**config.mk**
```make
export PLATFORM = sky130hd
export DESIGN_NAME = right_shift_unit_flat
export DESIGN_NICKNAME = d
export VERILOG_FILES = /design/src/rtl/right_shift_unit_if.sv /design/src/rtl/right_shift_unit.sv /design/src/flat_wrapper.sv
export SDC_FILE = /design/constraint.sdc
export NUM_CORES = 1
export LEC_CHECK = 0
export CORE_ASPECT_RATIO = 0.7
export CORE_MARGIN = 3
export CORE_UTILIZATION = 47
export CTS_CLUSTER_DIAMETER = 100
export CTS_CLUSTER_SIZE = 8
export DETAILED_ROUTE_END_ITERATION = 16
export PLACE_DENSITY = 0.85
export SLEW_MARGIN = 20
export SYNTH_ARGS = -nofsm -noshare
export SYNTH_HDL_FRONTEND = slang
export SYNTH_SLANG_ARGS = --single-unit
```
**constraint.sdc**
```tcl
create_clock -name clk -period 4.23 [get_ports clk]
set_clock_uncertainty 0.1 [all_clocks]
set_input_delay 0.846 -clock clk [delete_from_list [all_inputs] [get_ports clk]]
set_output_delay 0.846 -clock clk [all_outputs]
set_load 0.01 [all_outputs]
```
**src/rtl/right_shift_unit_if.sv**
```systemverilog
// Request/result handshake bundle for right_shift_unit.
// With RIGHT_ROTATE_EN defined, the bundle also carries the rot request bit.
interface right_shift_unit_if #(
  parameter int unsigned WIDTH   = 32,
  parameter int unsigned SHAMT_W = 5
);
  logic               start_valid;
  logic               start_ready;
  logic [WIDTH-1:0]   din;
  logic [SHAMT_W-1:0] shamt;
  logic               arith;
`ifdef RIGHT_ROTATE_EN
  logic               rot;
`endif
  logic               res_valid;
  logic               res_ready;
  logic [WIDTH-1:0]   dout;

  // Requester / consumer side
  modport master (
    output start_valid, din, shamt, arith,
`ifdef RIGHT_ROTATE_EN
    output rot,
`endif
    output res_ready,
    input  start_ready, res_valid, dout
  );

  // Shifter side
  modport slave (
    input  start_valid, din, shamt, arith,
`ifdef RIGHT_ROTATE_EN
    input  rot,
`endif
    input  res_ready,
    output start_ready, res_valid, dout
  );
endinterface

```
**src/rtl/right_shift_unit.sv**
```systemverilog
// Multi-cycle right shifter (srl/sra), STEP bits per cycle, result held until taken.
// Optional feature macro: RIGHT_ROTATE_EN adds a rotate-right mode selected by rot.
// res_valid rises one cycle after the final shift, so a request accepted at edge N
// presents its result after edge N+1+ceil(shamt/STEP).
module right_shift_unit #(
  parameter int unsigned WIDTH   = 32,
  parameter int unsigned SHAMT_W = 5,
  parameter int unsigned STEP    = 1
) (
  input  logic             clk,
  input  logic             rst_n,
  right_shift_unit_if.slave bus,
  output logic             busy
);
  localparam int unsigned KW = SHAMT_W + 1;

  typedef enum logic [1:0] {IDLE, SHIFT, DONE} state_t;

  state_t             state_q, state_d;
  logic [WIDTH-1:0]   dout_q, dout_d;
  logic [SHAMT_W-1:0] rem_q, rem_d;
  logic               fill_q, fill_d;
  logic               start_ready_q, start_ready_d;
  logic               res_valid_q, res_valid_d;
  logic               busy_q, busy_d;
`ifdef RIGHT_ROTATE_EN
  logic               rot_q, rot_d;
`endif

  logic [KW-1:0]      k;
  logic [2*WIDTH-1:0] ext;

  // Bits shifted this cycle and the fill/rotate-extended operand
  always_comb begin
    k = (KW'(rem_q) < KW'(STEP)) ? KW'(rem_q) : KW'(STEP);
`ifdef RIGHT_ROTATE_EN
    ext = rot_q ? {dout_q, dout_q} : {{WIDTH{fill_q}}, dout_q};
`else
    ext = {{WIDTH{fill_q}}, dout_q};
`endif
  end

  // Next-state and next-output logic
  always_comb begin
    state_d     = state_q;
    dout_d      = dout_q;
    rem_d       = rem_q;
    fill_d      = fill_q;
    res_valid_d = 1'b0;
`ifdef RIGHT_ROTATE_EN
    rot_d       = rot_q;
`endif
    case (state_q)
      IDLE: begin
        if (bus.start_valid) begin
          dout_d  = bus.din;
          rem_d   = bus.shamt;
          fill_d  = bus.arith & bus.din[WIDTH-1];
`ifdef RIGHT_ROTATE_EN
          rot_d   = bus.rot;
`endif
          state_d = (bus.shamt != '0) ? SHIFT : DONE;
        end
      end
      SHIFT: begin
        dout_d = WIDTH'(ext >> k);
        rem_d  = rem_q - SHAMT_W'(k);
        if (KW'(rem_q) == k) state_d = DONE;
      end
      DONE: begin
        res_valid_d = 1'b1;
        if (res_valid_q && bus.res_ready) begin
          state_d     = IDLE;
          res_valid_d = 1'b0;
        end
      end
      default: state_d = IDLE;
    endcase
    start_ready_d = (state_d == IDLE);
    busy_d        = (state_d != IDLE);
  end

  // State and output registers
  always_ff @(posedge clk or negedge rst_n) begin
    if (!rst_n) begin
      state_q       <= IDLE;
      dout_q        <= '0;
      rem_q         <= '0;
      fill_q        <= 1'b0;
      start_ready_q <= 1'b1;
      res_valid_q   <= 1'b0;
      busy_q        <= 1'b0;
`ifdef RIGHT_ROTATE_EN
      rot_q         <= 1'b0;
`endif
    end else begin
      state_q       <= state_d;
      dout_q        <= dout_d;
      rem_q         <= rem_d;
      fill_q        <= fill_d;
      start_ready_q <= start_ready_d;
      res_valid_q   <= res_valid_d;
      busy_q        <= busy_d;
`ifdef RIGHT_ROTATE_EN
      rot_q         <= rot_d;
`endif
    end
  end

  assign bus.start_ready = start_ready_q;
  assign bus.res_valid   = res_valid_q;
  assign bus.dout        = dout_q;
  assign busy            = busy_q;
endmodule

```
**src/flat_wrapper.sv**
```systemverilog
// flat-port wrapper written by rule: the top's interface ports become plain ports
module right_shift_unit_flat 
#(
  parameter int unsigned WIDTH   = 32,
  parameter int unsigned SHAMT_W = 5,
  parameter int unsigned STEP    = 1
)
  (clk, rst_n, busy, bus_start_valid, bus_din, bus_shamt, bus_arith, bus_res_ready, bus_start_ready, bus_res_valid, bus_dout);
  right_shift_unit_if #(.WIDTH(WIDTH), .SHAMT_W(SHAMT_W)) bus_i ();
  input  logic clk;
  input  logic rst_n;
  output logic busy;
  input wire logic [$bits(bus_i.start_valid)-1:0] bus_start_valid;
  input wire logic [$bits(bus_i.din)-1:0] bus_din;
  input wire logic [$bits(bus_i.shamt)-1:0] bus_shamt;
  input wire logic [$bits(bus_i.arith)-1:0] bus_arith;
  input wire logic [$bits(bus_i.res_ready)-1:0] bus_res_ready;
  output wire logic [$bits(bus_i.start_ready)-1:0] bus_start_ready;
  output wire logic [$bits(bus_i.res_valid)-1:0] bus_res_valid;
  output wire logic [$bits(bus_i.dout)-1:0] bus_dout;
  assign bus_i.start_valid = bus_start_valid;
  assign bus_i.din = bus_din;
  assign bus_i.shamt = bus_shamt;
  assign bus_i.arith = bus_arith;
  assign bus_i.res_ready = bus_res_ready;
  assign bus_start_ready = bus_i.start_ready;
  assign bus_res_valid = bus_i.res_valid;
  assign bus_dout = bus_i.dout;
  right_shift_unit #(.WIDTH(WIDTH), .SHAMT_W(SHAMT_W), .STEP(STEP)) u_core (.clk(clk), .rst_n(rst_n), .bus(bus_i), .busy(busy));
endmodule
```
* Word-level counts from Yosys, hierarchy flattened *
Cells that the tools add are included.

word-level totals
  flip-flop bits (word level) = 43
  output and inout port bits = 35
  word-level logic and storage cells = 35

cells by class
  add/subtract/negate cells = 1
  $lt $le $gt $ge = 1
  equality and inequality tests = 4
  shift-type cells = 1
  mux-type cells = 12
  bitwise operators = 1
  reductions and logical operators = 8

operators by type and width
  operator                                                                       count
  32-bit one-hot mux with 2 select lines                                         1
  64-bit by 6-bit >> shifter with 32-bit output                                  1
  32-bit two-way mux                                                             1
  5-bit two-way mux                                                              2
  5-bit one-hot mux with 2 select lines                                          1
  2-bit two-way mux                                                              4
  5-bit by 6-bit equality test with 1-bit output                                 1
  2-bit one-hot mux with 3 select lines                                          1
  5-bit by 1-bit less-than comparator with 1-bit output (second input constant)  1
  5-bit nonzero test                                                             1
  5-bit subtractor                                                               1
  2-bit logical NOT                                                              2
  2-bit AND reduction                                                            2
  2-bit nonzero test                                                             2
  2-bit by 1-bit equality test with 1-bit output (second input constant)         1
  2-bit equality test (second input constant)                                    1
  1-bit two-way mux                                                              2
  2-bit != test (second input constant)                                          1
  1-bit AND                                                                      1
  1-bit logical AND                                                              1

* Logic depth before layout (Yosys ltp) *
Gate-level depths: netlist of the first run.

  depth after elaboration = 6
  gate-level depth with buffers = 6
  mapped depth without buffers = 6

* Worst setup path before layout of the first run *
OpenSTA, ideal clock, no wires.

  path kind = input to register
  start = input bus_start_valid
  end = register u_core.dout_q[22], in the netlist u_core.bus.dout[22]
  library setup time = 66 ps
  data arrival time = 1,720 ps
  path slack = 2,344 ps
  stages = 4
  path buffers = 1
  cells stage by stage = nor3b_1 -> clkbuf_1 -> and2_1 -> a221o_1

between the ends
  word-level cells in the longest chain between the ends = 2

RTL lines
  what                                  RTL line                source
  from (decl)                           flat_wrapper.sv:13      input wire logic [$bits(bus_i.start_valid)-1:0] bus_start_valid;
  2-bit != test (no source line)        --
  2-bit AND reduction (no source line)  --
  to (signal assigned)                  right_shift_unit.sv:98  dout_q <= dout_d;
  to (decl)                             right_shift_unit.sv:20  logic [WIDTH-1:0] dout_q, dout_d;

No other way between the ends.
A chain may end at the register's enable or synchronous reset.

* Worst setup path after layout of the first run *
  start = register u_core.start_ready_q, in the netlist u_core.bus.start_ready
  end = output bus_start_ready

RTL lines
  what                    RTL line                 source
  from (decl)             right_shift_unit.sv:23   logic start_ready_q, start_ready_d;
  from (signal assigned)  right_shift_unit.sv:101  start_ready_q <= start_ready_d;
  to (decl)               flat_wrapper.sv:18       output wire logic [$bits(bus_i.start_ready)-1:0] bus_start_ready;

No word-level cell between the ends.

==> results of run 1 <==
final cells by class:
class	count	area (µm²)	area share, %
Clock buffer	7	96.3	3.32
Clock inverter	1	7.51	0.259
Inverter	3	11.3	0.388
Multi-Input combinational cell	114	883	30.4
Sequential cell	43	1080	37.1
Tap cell	52	65.1	2.24
Timing Repair Buffer	77	763	26.3
synthesized netlist by cell type (all sizes together), types with 2 or more instances:
cell type,count,area (µm²)
a221o,34,340
a21oi,5,25.0
o22ai,3,18.8
nand2b,3,18.8
dfrtp,42,1050
inv,3,11.3
clkbuf,5,18.8
and2,32,200
ha,2,25.0
o21ai,3,15.0
nand3b,2,15.0
nand2,6,22.5
nand3,2,10.0
nor3b,3,22.5
nor2,3,11.3
or4,2,18.8
buf,6,48.8
nor2b,2,12.5
cells by family (layout without fill, tap and decap cells):
kind of cell / Yosys count / count (layout)
and+or+nand+nor: 60 / 60
AOI/OAI and AO/OA: 50 / 50
DFF: 43 / 43
buffers and inverters: 14 / 88
adders and majority gates: 2 / 2
muxes: 2 / 2
where the power goes:
group,leakage [nW],switching [mW],internal (mW)
Combinational,0.643,0.443,0.587
Sequential,0.535,0.205,0.604
Clock,0.0505,0.138,0.148
Total,1.23,0.785,1.34
state kept, by name (all words and copies together), names as in the netlist:
name / count
u_core.bus.dout: 32
u_core.bus.res_valid: 1
u_core.rem_q: 5
u_core.busy: 1
u_core.bus.start_ready: 1
u_core.fill_q: 1
u_core.state_q: 2
final timing paths:
check,startpoint,to
min reg2reg,u_core.fill_q$_DFFE_PN0P_,u_core.fill_q$_DFFE_PN0P_
max,u_core.bus.start_ready$_DFF_PN1_,bus_start_ready
max reg2reg,u_core.rem_q[2]$_DFFE_PN0P_,u_core.bus.dout[5]$_DFFE_PN0P_
min,u_core.fill_q$_DFFE_PN0P_,u_core.fill_q$_DFFE_PN0P_
min in group asynchronous,rst_n,u_core.bus.dout[18]$_DFFE_PN0P_
max in group asynchronous,rst_n,u_core.rem_q[1]$_DFFE_PN0P_
metal layers:
metal,part of all wire [%],wire [µm]
met2,44,2290
met4,1.1,57
met1,46,2410
met5,0,0
met3,8.3,432
worst min-delay path: cells and delay by family (launching register included):
kind	cells	cell delay, ns
flops	1	0.35
simple gates	2	0.10
==> flow_summary.ini, run 1 <==
[clock_network]
clockBufferDepth = 2
cts_sinks = 43
clk_pin_slew_ns = 0.07
cts_tree = done
htreeDepth = 2
hold_buffers = 0
postCtsSetupBuffers = 0
insertion_delay_ns = 0.30
postCtsResizedCells = 0
cts_root_buf = clkbuf_8
cts_buffers = 5

[synth]
synth_edf_count = 0
synth_xor_area_share_pct = 0
synth_top_family_by_area = compound AO/OA/AOI/OAI gates
ys.flop_type = dfrtp_1
async_flop_share_pct = 100
syn_avg_cell_area_um2 = 11.8
syn_inst = 171
syn_area_um2 = 2020
ys_types = 34
synthAdderAreaFrac_pct = 1.24
synth-seq-cells = 43
synth-compound-area-share_pct = 22.1
yosysWarnings = 0
syn_nets = 215
yosys.area_share.simple_pct = 18.4
synthMuxAreaShare_pct = 1.05
ys_seq_area_share_pct = 53.2

[detailed_routing]
drtIter0Drc = 88
num_vias = 1727
first_pass_iters = 4
routedWlPerCell_um = 17.5
routed_wl_um = 5190
drc = 0
ant_nets = 0
via_per_inst = 5.81

[power]
p_leak_nw = 1.23
p_per_area_nw_per_um2 = 732
irDropWorstVdd_mv = 0.372
p_total_mw = 2.12

[die]
die_y_um = 60.9
initial_utilization_pct = 50.1
rows = 19
core_area_um2 = 4040
ios = 77
die_w_um = 84.4
dieArea_um2 = 5140

[setup_path]
rrSetupSlack_ns = 2.04
critPathTopFamily = flip-flops
reg2reg_depth = 3
crit_type = register to primary output
path_max_fanout = 1
cp.required_ns = 3.28
cp_num_cells = 1
slowest_delay_ns = 0.53
slowest_stage = dfstp_2
critPathBufInv = 1
path_cells = clkdlybuf4s50_1
crit_arrival_ns = 1.35
critPathCaptureType = primary output
startpoint_type = register

[sta]
setup_ws_ns = 1.94
tns_ns = 0
max_freq_mhz = 436
finalCritPeriodShare_pct = 54.2
finalSetupViolations = 0
holdWs_ns = 0.385
rsz0062_at_grt = no
finalHoldViolCount = 0
period_needed_ns = 2.29
worst_slew_pin_slew_ns = 0.916
drv_slew = 0
slew_headroom_pct = 39.0

[placed_design]
placed_area_um2 = 2800
dp.cells = 289
dp_hpwl_um = 3570
dpl_worst_slack_ns = 1.65
io_buffers = 76
gp_congestion = 0.875

[worst_hold_path]
hold_class = register to register
min_path_cells = 2

[cells_and_area]
final_cell_mix = 75 x clkdlybuf4s50_1, 42 x dfrtp_1, 34 x a221o_1, 32 x and2_1, 7 x clkbuf_8
fin_cells = 297
fill_cells = 312
drive_gt1_share_pct = 7.35
layout_commonest_cell = clkdlybuf4s50_1
areaGrowthSynthToFinish_pct = 43.5
antenna_cells = 0
finalNetCount = 288
final_util_pct = 71.9
postLayoutCellArea_um2 = 2900

[grt]
grt_util_met2_pct = 32.5
met1_usage_pct = 30.9
grt_first_pass_wirelength_um = 8420
busiest_layer = met2
grt_pass1_vias = 1672
grt_start_max_net_pins = 44
antenna_found_initial = 0
met3_usage_pct = 6.24
grtUsageTotal_pct = 21.6
grt-ovfl-total = 0

[job]
cap_violations = 0

[status]
status = complete, no violations
Note: power is estimated with default switching activity, not from simulation.
==> run 2: changes to the inputs <==
- CORE_UTILIZATION: 47 -> 44
- PLACE_DENSITY: 0.85 -> 0.8
- clock period: 4.23 -> 2.2 ns (I/O delays scaled with it)
==> run 2 against run 1 <==
Non-clock buffer count rose by 4. Combinational power grew 100%. Total power grew 100%.
==> flow_summary.ini, run 2 (synthesized netlist as in run 1, its figures left out) <==
[sta]
worst_slew_pin_slew_ns = 0.525
finalHoldViolCount = 0
finalCritPeriodShare_pct = 89.8
max_freq_mhz = 506
finalSetupViolations = 0
tns_ns = 0
rsz0062_at_grt = no
period_needed_ns = 1.98
setup_ws_ns = 0.225
drv_slew = 0
slew_headroom_pct = 65.0

[placed_design]
dpl_worst_slack_ns = 0.158
dp.cells = 293
gp_congestion = 0.833
io_buffers = 76
dp_hpwl_um = 3480

[worst_hold_path]
hold_class = primary input to async pin

[cells_and_area]
final_util_pct = 71.7
antenna_cells = 0
multi_input_area_um2 = 876
finalNetCount = 292
fin_cells = 301
drive_gt1_share_pct = 8.84
fill_cells = 318
layout_commonest_cell = clkdlybuf4s50_1
areaGrowthSynthToFinish_pct = 47.5
regArea_um2 = 1080
final_cell_mix = 75 x clkdlybuf4s50_1, 42 x dfrtp_1, 34 x a221o_1, 32 x and2_1, 6 x nand2_1
largest_reg_flops = 32

[clock_network]
cts_buffers = 5
postCtsSetupBuffers = 0
insertion_delay_ns = 0.29
cts_sinks = 43
clk_pin_slew_ns = 0.09
cts_root_buf = clkbuf_8
cts_tree = done
htreeDepth = 2
hold_buffers = 0
postCtsResizedCells = 0
clockBufferDepth = 2

[detailed_routing]
via_per_inst = 5.53
routed_wl_um = 4890
first_pass_iters = 4
drc = 0
routedWlPerCell_um = 16.2
drtIter0Drc = 72
num_vias = 1664
ant_nets = 0

[die]
rows = 19
dieArea_um2 = 5460
ios = 77
initial_utilization_pct = 48.6
core_area_um2 = 4160
die_y_um = 62.7
die_w_um = 87.1

[setup_path]
path_cells = or4_4 -> o21a_4 -> a221o_1
crit_arrival_ns = 2.05
path_max_fanout = 32
critPathBufInv = 0
critPathTopFamily = compound AO/OA/AOI/OAI gates
cp.required_ns = 2.27
slowest_stage = or4_4
startpoint_type = register
crit_type = register to register
critPathCaptureType = register
slowest_delay_ns = 0.57

[job]
cap_violations = 0

[grt]
grt-ovfl-total = 0
grtUsageTotal_pct = 19.1
antenna_found_initial = 0
grt_pass1_vias = 1572
grt_start_max_net_pins = 44
grt_first_pass_wirelength_um = 8260

[power]
p_per_area_nw_per_um2 = 1440
irDropWorstVdd_mv = 0.834
p_leak_nw = 1.27

[status]
status = complete, no violations
[run 2: worst paths after layout]
| path | to | cells past startpoint | slack, ns | startpoint |
|---|---|---|---|---|
| worst max-delay path | u_core.bus.dout[30]$_DFFE_PN0P_ | 3 | 0.22 | u_core.rem_q[2]$_DFFE_PN0P_ |
| worst min-delay path | u_core.bus.dout[30]$_DFFE_PN0P_ | 2 | 0.10 | rst_n |
| worst max register to register | u_core.bus.dout[30]$_DFFE_PN0P_ | 3 | 0.22 | u_core.rem_q[2]$_DFFE_PN0P_ |
| worst min register to register | u_core.fill_q$_DFFE_PN0P_ | 2 | 0.38 | u_core.fill_q$_DFFE_PN0P_ |
| max in group asynchronous | u_core.bus.dout[16]$_DFFE_PN0P_ | 2 | 1.53 | rst_n |
| min in group clk | u_core.fill_q$_DFFE_PN0P_ | 2 | 0.38 | u_core.fill_q$_DFFE_PN0P_ |
[run 2: per-stage QoR]
step	power, mW	cell area [µm²]	hold slack (ns)
2_1_floorplan	2.67	2020	0.0444
3_3_place_gp	3.56	2850	0.369
3_5_place_dp	3.60	2850	0.369
4_1_cts	4.33	2980	0.120
5_1_grt	4.60	2980	0.134
6_report	4.29	2980	0.103
[run 2: worst reg2reg max path, delay by kind of cell, from the launching register on]
kind / cells / cell delay [ns]
AO/OA/AOI/OAI: 2 / 0.73
AND/OR/NAND/NOR: 1 / 0.57
flip-flops: 1 / 0.46
[run 2: area by class of cell]
class	count	share of cell area, %
Sequential cell	43	36.1
Multi-Input combinational cell	114	29.4
Timing Repair Buffer	81	27.4
Clock buffer	5	2.31
Clock inverter	3	2.26
Tap cell	52	2.18
Inverter	3	0.377
[run 2: routing by layer]
metal  share of wire (%)  wire length (µm)  track usage (%)
met3                 7.1               349             6.32
met5                   0                 0                0
met1                  50              2440             29.6
met2                  43              2100             26.0
met4                   0                 0             2.92
[run 2: power breakdown]
part | internal (mW) | switching, mW
logic | 1.20 | 0.864
clock network | 0.453 | 0.265
registers | 1.16 | 0.351
total | 2.81 | 1.48
==> run 3: changes to the inputs <==
--- a/config.mk
+++ b/config.mk
@@ -9,5 +9,4 @@
 export CORE_MARGIN = 3
 export CORE_UTILIZATION = 44
-export CTS_CLUSTER_DIAMETER = 100
 export CTS_CLUSTER_SIZE = 8
 export DETAILED_ROUTE_END_ITERATION = 16
==> constraint.sdc (replaced) <==
create_clock -name clk -period 2.2 [get_ports clk]
set_clock_uncertainty 0.1 [all_clocks]
set_input_delay 0.66 -clock clk [delete_from_list [all_inputs] [get_ports clk]]
set_output_delay 0.66 -clock clk [all_outputs]
set_load 0.01 [all_outputs]
==> run 3 against run 2 <==
Final area hardly changed. Sequential share of layout area about the same. Via count grew 4.1%. Critical path depth shrank 2. Total power is 2.6% lower. Clock-buffer cell count up 3. Global-route usage is essentially flat. Register-to-register slack improved by 0.04 ns. Maximum frequency decreased by 6.0%. Die area stayed put. Non-clock buffer count rose by 5. First-iteration DRC count is 32% higher. Critical path type is now register to primary output. Largest cell class unchanged.
==> flow_summary.ini, run 3 (synthesized netlist as in run 1, its figures left out) <==
[status]
status = complete, no violations

[power]
p_int_mw = 2.69
p_sw_share_pct = 35.7
p_total_mw = 4.18
p_per_area_nw_per_um2 = 1400
seqPwrFrac_pct = 36.0
irDropWorstVdd_mv = 0.828
clockPowerShare_pct = 13.1
p_leak_nw = 1.28
pwr-share-comb_pct = 50.9
power.switching_mw = 1.49

[detailed_routing]
wl_met2_um = 2170
num_vias = 1733
routedWlPerCell_um = 16.4
drc = 0
dr.max_layer_used = met4
met3WireLength_um = 390
drtIter0Drc = 95
via_per_inst = 5.66
ant_nets = 0
routed_wl_um = 5030
met1_length_um = 2420
first_pass_iters = 4

[sta]
worst_slew_pin_slew_ns = 0.529
slew_headroom_pct = 64.7
finalSetupViolations = 0
max_freq_mhz = 476
tns_ns = 0
finalCritPeriodShare_pct = 95.5
rsz0062_at_grt = no
holdWs_ns = 0.324
drv_slew = 0
period_needed_ns = 2.10
finalHoldViolCount = 0

[die]
ios = 77
die_y_um = 62.7
rows = 19
initial_utilization_pct = 48.6
die_w_um = 87.1
core_area_um2 = 4160
dieArea_um2 = 5460

[grt]
grt_pass1_vias = 1684
grt-ovfl-total = 0
grt_first_pass_wirelength_um = 8320
grt_start_max_net_pins = 44
grtUsageTotal_pct = 19.1
antenna_found_initial = 0

[setup_path]
startpoint_type = register
crit_arrival_ns = 1.34
path_max_fanout = 1
slowest_stage = clkdlybuf4s50_1
critPathBufInv = 1
crit_type = register to primary output
critPathCaptureType = primary output
critPathTopFamily = buffers and inverters
path_cells = clkdlybuf4s50_1
slowest_delay_ns = 0.54
cp.required_ns = 1.44

[cells_and_area]
final_util_pct = 71.8
largest_reg_flops = 32
drive_gt1_share_pct = 10.2
finalNetCount = 297
fill_cells = 303
layout_commonest_cell = clkdlybuf4s50_1
final_cell_mix = 75 x clkdlybuf4s50_1, 42 x dfrtp_1, 34 x a221o_1, 32 x and2_1, 8 x buf_4
postLayoutCellArea_um2 = 2990
areaGrowthSynthToFinish_pct = 47.6
antenna_cells = 0

[placed_design]
placed_area_um2 = 2890
dp_hpwl_um = 3680
gp_congestion = 0.849
io_buffers = 76

[job]
cap_violations = 0

[clock_network]
clk_pin_slew_ns = 0.07
postCtsSetupBuffers = 0
hold_buffers = 0
cts_root_buf = clkbuf_8
postCtsResizedCells = 0
htreeDepth = 2
cts_tree = done
cts_buffers = 5
clockBufferDepth = 2
cts_sinks = 43
insertion_delay_ns = 0.29

[worst_hold_path]
hold_class = primary input to async pin
[run 3: cell count changes in the layout (fill, tap and decap cells not counted)]
cell        before  now
clkinvlp_4       1    0
bufinv_16        2    0
buf_4            3    8
clkbuf_8         5    7
clkbuf_1         0    1
[run 3: final cells by class]
type	count	area, µm²	share of cell area (%)
inverter	3	11.3	0.377
multi-input combinational	114	876	29.3
tap	52	65.1	2.18
timing repair buffer	86	856	28.7
clock buffer	8	100	3.35
sequential	43	1080	36.1
[run 3: metrics by stage]
step	std cells	setup WS, ns
2_1_floorplan	171	0.352
3_3_place_gp	298	0.0197
3_5_place_dp	298	0.0155
4_1_cts	306	0.0916
5_1_grt	306	0.0684
6_report	306	0.0982
[run 3: power by group through the flow]
stage | combinational, mW | clock (mW) | sequential, mW
6_report | 2.13 | 0.546 | 1.50
5_1_grt | 2.31 | 0.593 | 1.56
4_1_cts | 2.15 | 0.554 | 1.50
3_5_place_dp | 2.14 | 0 | 1.51
3_3_place_gp | 2.10 | 0 | 1.51
2_1_floorplan | 1.11 | 0 | 1.56
[run 3: worst paths after layout]
kind	startpoint	end	slack, ns	depth (start not counted)
worst max-delay path	u_core.bus.start_ready$_DFF_PN1_	bus_start_ready	0.1	1
min in group clk	u_core.fill_q$_DFFE_PN0P_	u_core.fill_q$_DFFE_PN0P_	0.42	2
worst max register to register	u_core.rem_q[1]$_DFFE_PN0P_	u_core.bus.dout[17]$_DFFE_PN0P_	0.26	3
worst min-delay path	rst_n	u_core.bus.res_valid$_DFF_PN0_	0.32	2
worst min register to register	u_core.fill_q$_DFFE_PN0P_	u_core.fill_q$_DFFE_PN0P_	0.42	2
max in group asynchronous	rst_n	u_core.bus.dout[5]$_DFFE_PN0P_	1.31	2
[run 3: layer usage]
layer / vias up / GRT usage (%)
met5: - / 0
met4: 0 / 4.67
met3: 7 / 5.01
met2: 68 / 27.4
met1: 845 / 28.6
li1: 813 / -
